### src/rtl/qspi_arb_pkg.sv
// Shared types and constants for the QSPI line-fill arbiter.
// Related build macro: QSPI_ARB_FIXED_PRIO_EN (consumed by qspi_rr_pick).
package qspi_arb_pkg;

    typedef enum logic [1:0] {
        IDLE  = 2'd0,
        ISSUE = 2'd1,
        WAIT  = 2'd2,
        RESP  = 2'd3
    } arb_state_t;

    localparam int unsigned LINE_W_DEF = 128;
    localparam int unsigned ADDR_W_DEF = 32;

    // Low address bits dropped to align a byte address to a 16-byte line.
    localparam int unsigned LINE_OFS = 4;

endpackage

### src/rtl/qspi_rr_pick.sv
// Two-way grant picker for the QSPI fill arbiter.
// Default build: round-robin using the last-grant pointer.
// With QSPI_ARB_FIXED_PRIO_EN defined: port 0 always wins a tie, pointer ignored.
module qspi_rr_pick (
    input  logic [1:0] req,
    input  logic       last,
    output logic [1:0] grant,
    output logic       idx
);

`ifdef QSPI_ARB_FIXED_PRIO_EN
    logic unused_last;
    assign unused_last = last;
`endif

    // Select the winning port index and its one-hot grant.
    always_comb begin
        idx   = 1'b0;
        grant = '0;
`ifdef QSPI_ARB_FIXED_PRIO_EN
        idx = ~req[0];
`else
        if (req == 2'b11) begin
            idx = ~last;
        end else begin
            idx = req[1];
        end
`endif
        if (|req) begin
            grant = idx ? 2'b10 : 2'b01;
        end
    end

endmodule

### src/rtl/qspi_fill_arbiter.sv
// Arbitrates two line-fill requesters onto one QSPI read interface.
// Flow: IDLE (grant) -> ISSUE (start pulse) -> WAIT (data or timeout) -> RESP.
// Build macro QSPI_ARB_FIXED_PRIO_EN selects fixed priority inside qspi_rr_pick.
module qspi_fill_arbiter
    import qspi_arb_pkg::*;
#(
    parameter int unsigned TIMEOUT = 255,
    parameter int unsigned ADDR_W  = ADDR_W_DEF,
    parameter int unsigned LINE_W  = LINE_W_DEF
) (
    input  logic              clk,
    input  logic              rst,
    input  logic [1:0]        req_valid,
    input  logic [ADDR_W-1:0] req_addr0,
    input  logic [ADDR_W-1:0] req_addr1,
    output logic [1:0]        req_ready,
    output logic [1:0]        rsp_valid,
    output logic [LINE_W-1:0] rsp_data,
    output logic              rsp_err,
    output logic              busy,
    output logic [ADDR_W-1:0] qspi_addr,
    output logic              qspi_read_en,
    input  logic [LINE_W-1:0] qspi_dout,
    input  logic              qspi_dval,
    input  logic              qspi_rready
);

    localparam int unsigned CNT_W = (TIMEOUT < 2) ? 1 : $clog2(TIMEOUT + 1);

    arb_state_t        state;
    arb_state_t        state_nxt;
    logic [1:0]        pick_grant;
    logic              pick_idx;
    logic              last_grant;
    logic              grant_idx;
    logic [ADDR_W-1:0] addr_q;
    logic [LINE_W-1:0] data_q;
    logic              err_q;
    logic [CNT_W-1:0]  tmo_cnt;
    logic              tmo_hit;
    logic              accept;
    logic [ADDR_W-1:0] sel_addr;

    qspi_rr_pick u_pick (
        .req   (req_valid),
        .last  (last_grant),
        .grant (pick_grant),
        .idx   (pick_idx)
    );

    assign sel_addr     = pick_idx ? req_addr1 : req_addr0;
    // Counter holds the number of WAIT cycles already completed, so the
    // current cycle is the TIMEOUT-th one when it reads TIMEOUT-1.
    assign tmo_hit      = (32'(tmo_cnt) + 32'd1) == 32'(TIMEOUT);
    assign busy         = (state != IDLE);
    assign qspi_addr    = addr_q;
    assign rsp_data     = data_q;
    assign rsp_err      = err_q;

    // State register.
    always_ff @(posedge clk) begin
        if (rst) begin
            state <= IDLE;
        end else begin
            state <= state_nxt;
        end
    end

    // Next-state and handshake outputs.
    always_comb begin
        state_nxt    = state;
        req_ready    = '0;
        rsp_valid    = '0;
        qspi_read_en = 1'b0;
        accept       = 1'b0;
        case (state)
            IDLE: begin
                if (|req_valid) begin
                    req_ready = pick_grant;
                    accept    = 1'b1;
                    state_nxt = ISSUE;
                end
            end
            ISSUE: begin
                if (qspi_rready) begin
                    qspi_read_en = 1'b1;
                    state_nxt    = WAIT;
                end
            end
            WAIT: begin
                if (qspi_dval || tmo_hit) begin
                    state_nxt = RESP;
                end
            end
            RESP: begin
                rsp_valid = grant_idx ? 2'b10 : 2'b01;
                state_nxt = IDLE;
            end
            default: state_nxt = IDLE;
        endcase
    end

    // Grant bookkeeping, address latch, timeout counter and response capture.
    always_ff @(posedge clk) begin
        if (rst) begin
            last_grant <= 1'b1;
            grant_idx  <= 1'b0;
            addr_q     <= '0;
            data_q     <= '0;
            err_q      <= 1'b0;
            tmo_cnt    <= '0;
        end else begin
            if (accept) begin
                last_grant <= pick_idx;
                grant_idx  <= pick_idx;
                addr_q     <= {sel_addr[ADDR_W-1:LINE_OFS], {LINE_OFS{1'b0}}};
            end
            if (state == ISSUE && qspi_rready) begin
                tmo_cnt <= '0;
            end
            if (state == WAIT) begin
                tmo_cnt <= tmo_cnt + CNT_W'(1);
                // Data beats a coincident timeout.
                if (qspi_dval) begin
                    data_q <= qspi_dout;
                    err_q  <= 1'b0;
                end else if (tmo_hit) begin
                    data_q <= '0;
                    err_q  <= 1'b1;
                end
            end
        end
    end

endmodule

### config.mk
export PLATFORM = sky130hd
export DESIGN_NAME = qspi_fill_arbiter
export DESIGN_NICKNAME = d
export VERILOG_FILES = /design/src/rtl/qspi_arb_pkg.sv /design/src/rtl/qspi_rr_pick.sv /design/src/rtl/qspi_fill_arbiter.sv
export SDC_FILE = /design/constraint.sdc
export NUM_CORES = 1
export LEC_CHECK = 0
export ABC_AREA = 1
export ABC_CLOCK_PERIOD_IN_PS = 2300
export CORE_AREA = 2 2 142 144
export CTS_BUF_LIST = sky130_fd_sc_hd__clkbuf_4
export CTS_CLUSTER_DIAMETER = 50
export DETAILED_ROUTE_END_ITERATION = 16
export DIE_AREA = 0 0 144 146
export DONT_BUFFER_PORTS = 1
export PLACE_DENSITY_LB_ADDON = 0.12
export SYNTH_ARGS = -nofsm -noshare
export SYNTH_HDL_FRONTEND = slang
export SYNTH_SLANG_ARGS = --single-unit
### constraint.sdc
create_clock -name clk -period 2.3 [get_ports clk]
set_clock_uncertainty 0.1 [all_clocks]
set_input_delay 0.23 -clock clk [delete_from_list [all_inputs] [get_ports clk]]
set_output_delay 0.23 -clock clk [all_outputs]
set_load 0.02 [all_outputs]
---- Word level (Yosys, flattened, before mapping) ----
Index checks and enable logic that the tools add are counted.
W data, S select, Z words.
storage, ports and cells
  register bits ........................... 169
  input bits .............................. 198
  output and inout port bits .............. 167
  logic and storage cells ................. 48
cells by class
  $add $sub $neg .......................... 2
  eq/ne operators ......................... 8
  mux-type cells .......................... 21
  bitwise logic cells ..................... 1
  reductions and logical operators ........ 9
operators by type and width
  kind                   number
  $mux W128              2
  $mux W32               1
  $mux W2                8
  $mux W8                2
  $add A8 B1 Y9 const B  1
  $eq A9 B8 Y1 const B   1
  $add A8 B1 Y8 const B  1
  $pmux W2 S4            1
  $mux W1                7
  $eq A2 B2 Y1 const B   3
  $ne A2 B2 Y1 const B   3
  $reduce_bool A2 Y1     3
  $reduce_and A3 Y1      1
  $eq A2 B1 Y1 const B   1
  $logic_not A2 Y1       1
  $reduce_and A2 Y1      1
  $reduce_or A2 Y1       1
  $logic_and A1 B1 Y1    1
  $logic_or A1 B1 Y1     1
  $not A1 Y1             1

---- Depth between registers and ports, before layout ----
Gate-level depths: netlist of run 1.
  depth after elaboration ................. 5
  gate-level depth with buffers ........... 13
  mapped depth without buffers ............ 11

---- Cells and area by module ----
A second synthesis of run 1 with hierarchy kept.
unflattened totals
  cell total of the unflattened synthesis .. 872
  area, all modules ....................... 6510.0 µm²
modules (own cells, without submodules)
  module             times used  cells an instance  area an instance (µm²)
  qspi_fill_arbiter  1           866                6485.0
  qspi_rr_pick       1           6                  25.0

---- Worst setup path before layout of run 1 ----
OpenSTA, ideal clock, no wires.
  kind .................................... reg-to-reg
  start ................................... reg state[0]
  end ..................................... reg addr_q[27] (netlist: qspi_addr[27])
  setup time .............................. 0.074 ns
  data arrival time ....................... 1.751 ns
  data required time ...................... 2.126 ns
  setup slack ............................. 0.375 ns
  cell stages (with the launch flop) ...... 10
  path through ............................ dfxtp_1 -> inv_1 -> ha_1 -> inv_1 -> nor2_1 -> inv_1 -> clkbuf_1 -> clkbuf_1 -> nand2_1 -> a31oi_1
between the ends
  longest elaborated chain between the ends .. 2
RTL lines
  element                 RTL line                  RTL
  start, declared         qspi_fill_arbiter.sv:30   arb_state_t state;
  start signal, assigned  qspi_fill_arbiter.sv:65   state <= state_nxt;
  $logic_not A2 Y1        qspi_fill_arbiter.sv:76   case (state)
  $mux W1                 qspi_fill_arbiter.sv:76
  end signal, assigned    qspi_fill_arbiter.sv:116  addr_q <= {sel_addr[ADDR_W-1:LINE_OFS], {LINE_OFS{1'b0}}};
  end, declared           qspi_fill_arbiter.sv:36   logic [ADDR_W-1:0] addr_q;
No other way between the ends.
A chain may end at the register's enable or synchronous reset.

---- Worst setup path after layout of run 1 ----
  start ................................... reg state[1]
  end ..................................... reg addr_q[16] (netlist: qspi_addr[16])
The elaborated chain is that of the path after synthesis.

==> run_results.csv, run 1 <==
group,metric,value,unit
worst_setup_path,slowest_delay,0.55,ns
final_layout,fillCellCount,1960,
min_path,hold_path_class,"primary input to register",
final_layout,layout_commonest_cell,"nand2_1",
routing,drc,0,
floorplanning,rows,51,
global_route,grt_pass1_wl,26.4,mm
yosys,syn_area,0.00633,mm²
sta,whs,-0.342,ns
floorplanning,start_util,0.328,
yosys,ys_types,20,
global_route,grt_pass1_vias,4944,
outcome,status,"complete, but fails checks",
sta,rsz0062_at_grt,"false",
worst_setup_path,slowest_stage,"dlygate4sd3_1",
power_and_ir_drop,swShare,0.384,
yosys,syn_inst,835,
clocking,clock-sinks,169,
placed_design,numPortBuffers,0,
yosys,avgSynthCellArea,7.59,µm²
sta,fmax,464,MHz
routing,routed_via_density,4.85,
floorplanning,core,0.0193,mm²
yosys,ys_seq_area_frac,0.534,
final_layout,layout.nets,1091,
min_path,hold_start,"rst",
final_layout,drive_above_1_share,0.0611,
routing,routedWlPerCell,16.1,µm
global_route,antenna_found_initial,2,
sta,tightest_slew,0.568,ns
routing,antenna_left,0,
sta,finalHoldViolations,156,
power_and_ir_drop,p_int,4930,µW
min_path,whs_path_depth,1,
worst_setup_path,cp-start-kind,"register",
final_layout,final_cell_mix,"372 x nand2_1, 167 x dfxtp_1, 141 x a21oi_1, 79 x dlygate4sd3_1, 28 x a31oi_1",
clocking,cts_buffer_depth,2,
worst_setup_path,crit_family,"buffers and inverters",
yosys,ys_seq_elements,169,
final_layout,area_growth,21.0,%
sta,setup_viol,0,
floorplanning,ioPinCount,365,
power_and_ir_drop,seqPwrFrac,0.516,
clocking,clk_latency,0.53,ns
power_and_ir_drop,ir_worst_vdd,0.454,mV
worst_setup_path,crit_type,"register to register",
clocking,cts_buffers,17,
worst_setup_path,path_common_cell,"inv_2",
min_path,holdPathEnd,"qspi_addr[22]$_SDFFE_PP0P_",
routing,drt-initial-drc-count,203,
worst_setup_path,ff2ff_path_depth,9,
worst_setup_path,end_kind,"register",
power_and_ir_drop,switching_power,3080,µW
sta,slew_viol_final,0,
sta,timing.setup.tns,0,ns
worst_setup_path,required,2.68,ns
floorplanning,die_area,0.0210,mm²
sta,max_slew_margin,0.620,
clocking,htree_levels,4,
worst_setup_path,cp_max_fo,22,
worst_setup_path,regToRegEndpoint,"qspi_addr[16]$_SDFFE_PP0P_",
floorplanning,die-height,146,µm
power_and_ir_drop,power.share.combinational,0.245,
power_and_ir_drop,leakage,0.00270,µW
power_and_ir_drop,p_per_area,1050,mW/mm²
floorplanning,die_w,144,µm
placed_design,place.gp.congestion,0.774,
job,drv_cap,0,
worst_setup_path,arrival,2.53,ns
global_route,grt_max_degree,166,
power_and_ir_drop,clkPwrFrac,0.239,
outcome,violations,"hold timing",
routing,wl,18.7,mm
sta,finalCritPeriodShare,0.937,
worst_setup_path,crit_chain,"inv_2, ha_4, inv_2, nor2_4, inv_2, buf_6, nand2_1, a31oi_1, dlygate4sd3_1",
worst_setup_path,regToRegSetupSlack,0.15,ns
sta,finalCriticalPeriod,2.15,ns
worst_setup_path,r2r-start,"state[1]$_SDFFE_PP0P_",
clocking,cts_tree,"done",
worst_setup_path,crit_buf_inv,5,
global_route,grt_remaining_overflow,0,
routing,dr.pass1.iters,4,
yosys,ys_warn_count,0,
placed_design,dpl.hpwl,12.5,mm
clocking,cts_root_buffer,"clkbuf_4",
clocking,clk_pin_slew_worst_paths,0.15,ns
routing,vias,5658,
power_and_ir_drop,total_power,8010,µW
global_route,gr-usage-all-layers,0.161,
[layer usage]
metal / GRT usage / part of all wire
met5: 0 / 0
met1: 0.167 / 0.38
met4: 0.0544 / 0.018
met2: 0.289 / 0.50
met3: 0.0701 / 0.10
[synth_stat cells]
master,number,area [µm²]
o21ai_0,2,10.0
nand3_1,14,70.1
or2_2,1,6.26
buf_4,5,37.5
o31ai_1,1,7.51
dfxtp_1,169,3380
xor2_1,1,8.76
buf_2,2,10.0
inv_1,22,82.6
nand2_1,373,1400
buf_1,1,3.75
a31oi_1,28,175
clkbuf_1,39,146
o21bai_1,1,7.51
nor2_1,14,52.6
buf_6,12,135
ha_1,6,75.1
a21oi_1,141,706
conb_1,1,3.75
nor2_2,2,12.5
[cell families after synthesis]
kind of cell               count (synthesis)  share of synthesized area
and+or+nand+nor                          404                      0.243
AOI/OAI and AO/OA                        173                      0.143
DFF                                      169                      0.534
buffers and inverters                     81                     0.0656
adders and majority gates                  6                     0.0119
xor gates and xnor gates                   1                    0.00138
other                                      1                   0.000592
[repair_timing]
item | 4_1_cts | 5_1_grt
buffers inserted | 1 | 0
endpoints found under the hold margin | 169 | 159
pin swaps | 1 | 1
resized for setup | 9 | 6
hold buffers | 13 | 66
gates cloned | 1 | 0
setup endpoints to repair | 1 | 5
[registers in the layout (all words and copies together) (netlist names)]
register	cells
qspi_addr	28
tmo_cnt	8
rsp_data	128
grant_idx	1
rsp_err	1
state	2
last_grant	1
[worst max-delay path by stage]
stage	cells after the start	startpoint	end	slack (ns)
CTS	7	state[0]$_SDFFE_PP0P_	req_ready[0]	0.002
detailed placement	9	state[0]$_SDFFE_PP0P_	qspi_addr[6]$_SDFFE_PP0P_	0.26
global placement	10	tmo_cnt[1]$_SDFFE_PP0P_	rsp_data[85]$_SDFFE_PP0P_	0.35
global route	7	state[0]$_SDFFE_PP0P_	req_ready[0]	0.007
finish	9	state[1]$_SDFFE_PP0P_	qspi_addr[16]$_SDFFE_PP0P_	0.15
floorplan	9	state[0]$_SDFFE_PP0P_	qspi_addr[27]$_SDFFE_PP0P_	0.37
[worst reg2reg max path, stage by stage (launching register included)]
cell           delay (ns)
dfxtp_2              0.39
inv_2                0.06
ha_4                 0.17
inv_2                0.15
nor2_4               0.07
inv_2                0.16
buf_6                0.22
nand2_1              0.07
a31oi_1              0.16
dlygate4sd3_1        0.55
[through the flow]
stage	instance area, µm²	hold WS, ns	util	setup WS (ns)	instances
2_1_floorplan	6340	0.279	-	0.375	838
3_3_place_gp	6460	0.211	0.334	0.348	1052
3_5_place_dp	6460	0.214	0.334	0.259	1052
4_1_cts	6980	-0.439	0.361	0.00237	1099
5_1_grt	7670	-0.441	0.396	0.00704	1167
6_report	7670	-0.342	0.396	0.145	1167
[power groups by stage]
stage / registers, µW / clock network [µW] / logic (µW)
2_1_floorplan: 4070 / 0 / 1370
5_1_grt: 4180 / 2120 / 2210
4_1_cts: 4130 / 2010 / 1830
3_5_place_dp: 4190 / 0 / 1620
3_3_place_gp: 4200 / 0 / 1560
6_report: 4130 / 1920 / 1960
[final cells by class]
type / count / area, µm² / share of cell area
inverter: 22 / 83.8 / 0.0109
timing repair buffer: 89 / 957 / 0.125
clock inverter: 14 / 186 / 0.0243
clock buffer: 18 / 135 / 0.0176
antenna: 2 / 5.00 / 0.000653
multi-input combinational: 588 / 2580 / 0.337
sequential: 169 / 3390 / 0.442
tap: 265 / 332 / 0.0433
(Power assumes the default switching activity.)
==> run 2, diff against run 1 <==
Settings changed: CORE_AREA 2 2 142 144 to unset, CORE_MARGIN set to 2, CORE_UTILIZATION set to 35, DIE_AREA 0 0 144 146 to unset, SYNTH_HIERARCHICAL set to 1.
==> run_results.csv, run 2 <==
group,metric,value,unit
global_route,gr-usage-all-layers,0.182,
routing,drc,0,
final_layout,drive_above_1_share,0.0675,
yosys,yosysMostFrequentCell,"nand2_1",
global_route,antenna_found_initial,1,
final_layout,final_cell_mix,"291 x nand2_1, 198 x a21oi_1, 163 x dfxtp_1, 151 x dlygate4sd3_1, 49 x inv_1",
yosys,yosys-top-cells-area,"dfxtp_1 52%, nand2_1 17%, a21oi_1 15%",
yosys,synth_fa_ha_area_frac,0.0115,
yosys,synthTopCellsByCount,"291 x nand2_1, 199 x a21oi_1, 169 x dfxtp_1, 51 x inv_1, 44 x nor2_1",
worst_setup_path,cp_max_fo,4,
global_route,grt_pass1_wl,28.7,mm
worst_setup_path,arrival,1.83,ns
sta,timing.setup.tns,0,ns
worst_setup_path,cp-start-kind,"register",
final_layout,multi_input_area,0.00267,mm²
power_and_ir_drop,total_power,8350,µW
global_route,grt_pass1_vias,5595,
placed_design,numPortBuffers,0,
global_route,grt_remaining_overflow,0,
yosys,synth_flop_cell,"dfxtp_1",
yosys,synthMuxAreaShare,0,
clocking,cts_tree,"done",
yosys,synth_top_area_share,0.520,
clocking,cts_buffers,17,
min_path,hold_start,"rst",
yosys,synth_edf_count,0,
power_and_ir_drop,leakage,0.00323,µW
worst_setup_path,r2r-start,"tmo_cnt[0]$_SDFFE_PP0P_",
worst_setup_path,crit_chain,"inv_1, ha_1, inv_2, nor2_4, inv_1, nor2_4",
worst_setup_path,slowest_delay,0.37,ns
placed_design,placed_area,0.00664,mm²
routing,dr.pass1.iters,4,
placed_design,dpl.hpwl,12.3,mm
final_layout,finalInstanceArea,0.00858,mm²
sta,fmax,462,MHz
floorplanning,start_util,0.360,
worst_setup_path,crit_type,"register to output port",
final_layout,area_growth,31.8,%
power_and_ir_drop,ir_worst_vdd,0.444,mV
min_path,hold_path_class,"primary input to register",
routing,wl,19.6,mm
yosys,ys_seq_area_frac,0.520,
routing,antenna_left,0,
sta,setup_slack,0.136,ns
yosys,avgSynthCellArea,7.47,µm²
clocking,clk_pin_slew_worst_paths,0.14,ns
sta,finalCriticalPeriod,2.16,ns
final_layout,fillCellCount,1741,
worst_setup_path,cp-startpoint,"state[0]$_SDFFE_PP0P_",
job,drv_cap,0,
worst_setup_path,slowest_stage,"dfxtp_1",
routing,drt-initial-drc-count,308,
floorplanning,rows,49,
placed_design,place.gp.congestion,0.781,
yosys,synth_async_sr_flop_share,0,
final_layout,largest_reg_flops,128,
clocking,clock-sinks,169,
yosys,syn_area,0.00651,mm²
routing,vias,6128,
clocking,htree_levels,4,
floorplanning,core,0.0181,mm²
yosys,synth_xor_area_frac,0.00135,
sta,slew_viol_final,0,
power_and_ir_drop,p_per_area,973,mW/mm²
floorplanning,ioPinCount,365,
floorplanning,die-height,140,µm
floorplanning,die_w,140,µm
yosys,synth-compound-area-share,0.178,
sta,setup_viol,0,
yosys,ys_seq_elements,169,
worst_setup_path,crit_family,"flip-flops",
final_layout,fin_util,0.475,
yosys,ys_warn_count,6,
routing,routedWlPerCell,15.8,µm
yosys,yosysTopAreaCell,"dfxtp_1",
yosys,synth_simple_gate_area_frac,0.207,
yosys,synth_top_family_by_area,"simple AND/OR/NAND/NOR gates",
final_layout,layout.nets,1200,
routing,routed_via_density,4.95,
sta,finalHoldViolations,129,
clocking,clk_latency,0.54,ns
worst_setup_path,end_kind,"output port",
sta,finalCritPeriodShare,0.941,
final_layout,regArea,0.00339,mm²
worst_setup_path,crit_buf_inv,3,
global_route,grt_max_degree,139,
sta,whs,-0.335,ns
yosys,syn_inst,872,
outcome,violations,"hold timing",
final_layout,layout_commonest_cell,"nand2_1",
clocking,cts_root_buffer,"clkbuf_4",
placed_design,place_ws,0.220,ns
clocking,cts_buffer_depth,2,
yosys,ys_types,20,
worst_setup_path,required,1.97,ns
outcome,status,"complete, but fails checks",
floorplanning,die_area,0.0197,mm²
run 2: cell types whose count changed in the layout (fill, tap and decap cells not counted), moves of 25 or more:
| cell | previous run | this run |
|---|---|---|
| inv_1 | 17 | 49 |
| dlygate4sd3_1 | 79 | 151 |
| a31oi_1 | 28 | 0 |
| nor2_1 | 12 | 37 |
| a21oi_1 | 141 | 198 |
| nand2_1 | 372 | 291 |
| o21ai_0 | 2 | 29 |
run 2: where the power goes:
group / leakage (µW) / switching [µW] / internal, µW
Clock: 0.000178 / 1130 / 889
Combinational: 0.00167 / 1220 / 843
Sequential: 0.00138 / 874 / 3390
run 2: timing repair:
action | 4_1_cts | 5_1_grt
gates cloned | 0 | 0
hold endpoints to repair | 169 | 131
gates resized for setup | 2 | 21
hold buffers | 72 | 79
endpoints found under the setup margin | 2 | 10
pin swaps | 0 | 2
buffers inserted | 0 | 3
run 2: per-layer routing:
layer  global-route usage  routed length (µm)  up-vias
met5                    0                   0        -
met4               0.0803                 530        0
met3               0.0738                1700       40
met2                0.307                9560      276
met1                0.203                7770     2778
li1                     -                   -     3034
run 2: final cells by class:
type / count / share of cell area
Timing Repair Buffer: 165 / 0.198
Sequential cell: 169 / 0.395
Inverter: 51 / 0.0225
Multi-Input combinational cell: 592 / 0.311
Clock buffer: 17 / 0.0149
Tap cell: 229 / 0.0334
Antenna cell: 1 / 0.000292
Clock inverter: 14 / 0.0248
run 2: path summary, 6_finish.rpt:
path                                              endpoint  slack (ns)  cells past startpoint
worst min register to register      grant_idx$_SDFFE_PP0P_        0.40                      2
worst max register to register       state[1]$_SDFFE_PP0P_        0.14                     10
worst min-delay path            rsp_data[118]$_SDFFE_PP0P_       -0.33                      1
worst max-delay path                          req_ready[0]        0.14                      6
run 2: cell families (layout without fill, tap and decap cells):
group,after synthesis,after routing
adders and majority gates,6,6
AOI/OAI and AO/OA,230,230
other,1,5
DFF,169,169
buffers and inverters,114,247
and+or+nand+nor,351,351
xor gates and xnor gates,1,1
run 2: through the flow:
step	hold slack, ns	cells
after floorplan	0.279	875
after global routing	-0.437	1238
after detailed placement	0.217	1052
after global placement	0.214	1052
after CTS	-0.433	1155
final	-0.335	1238
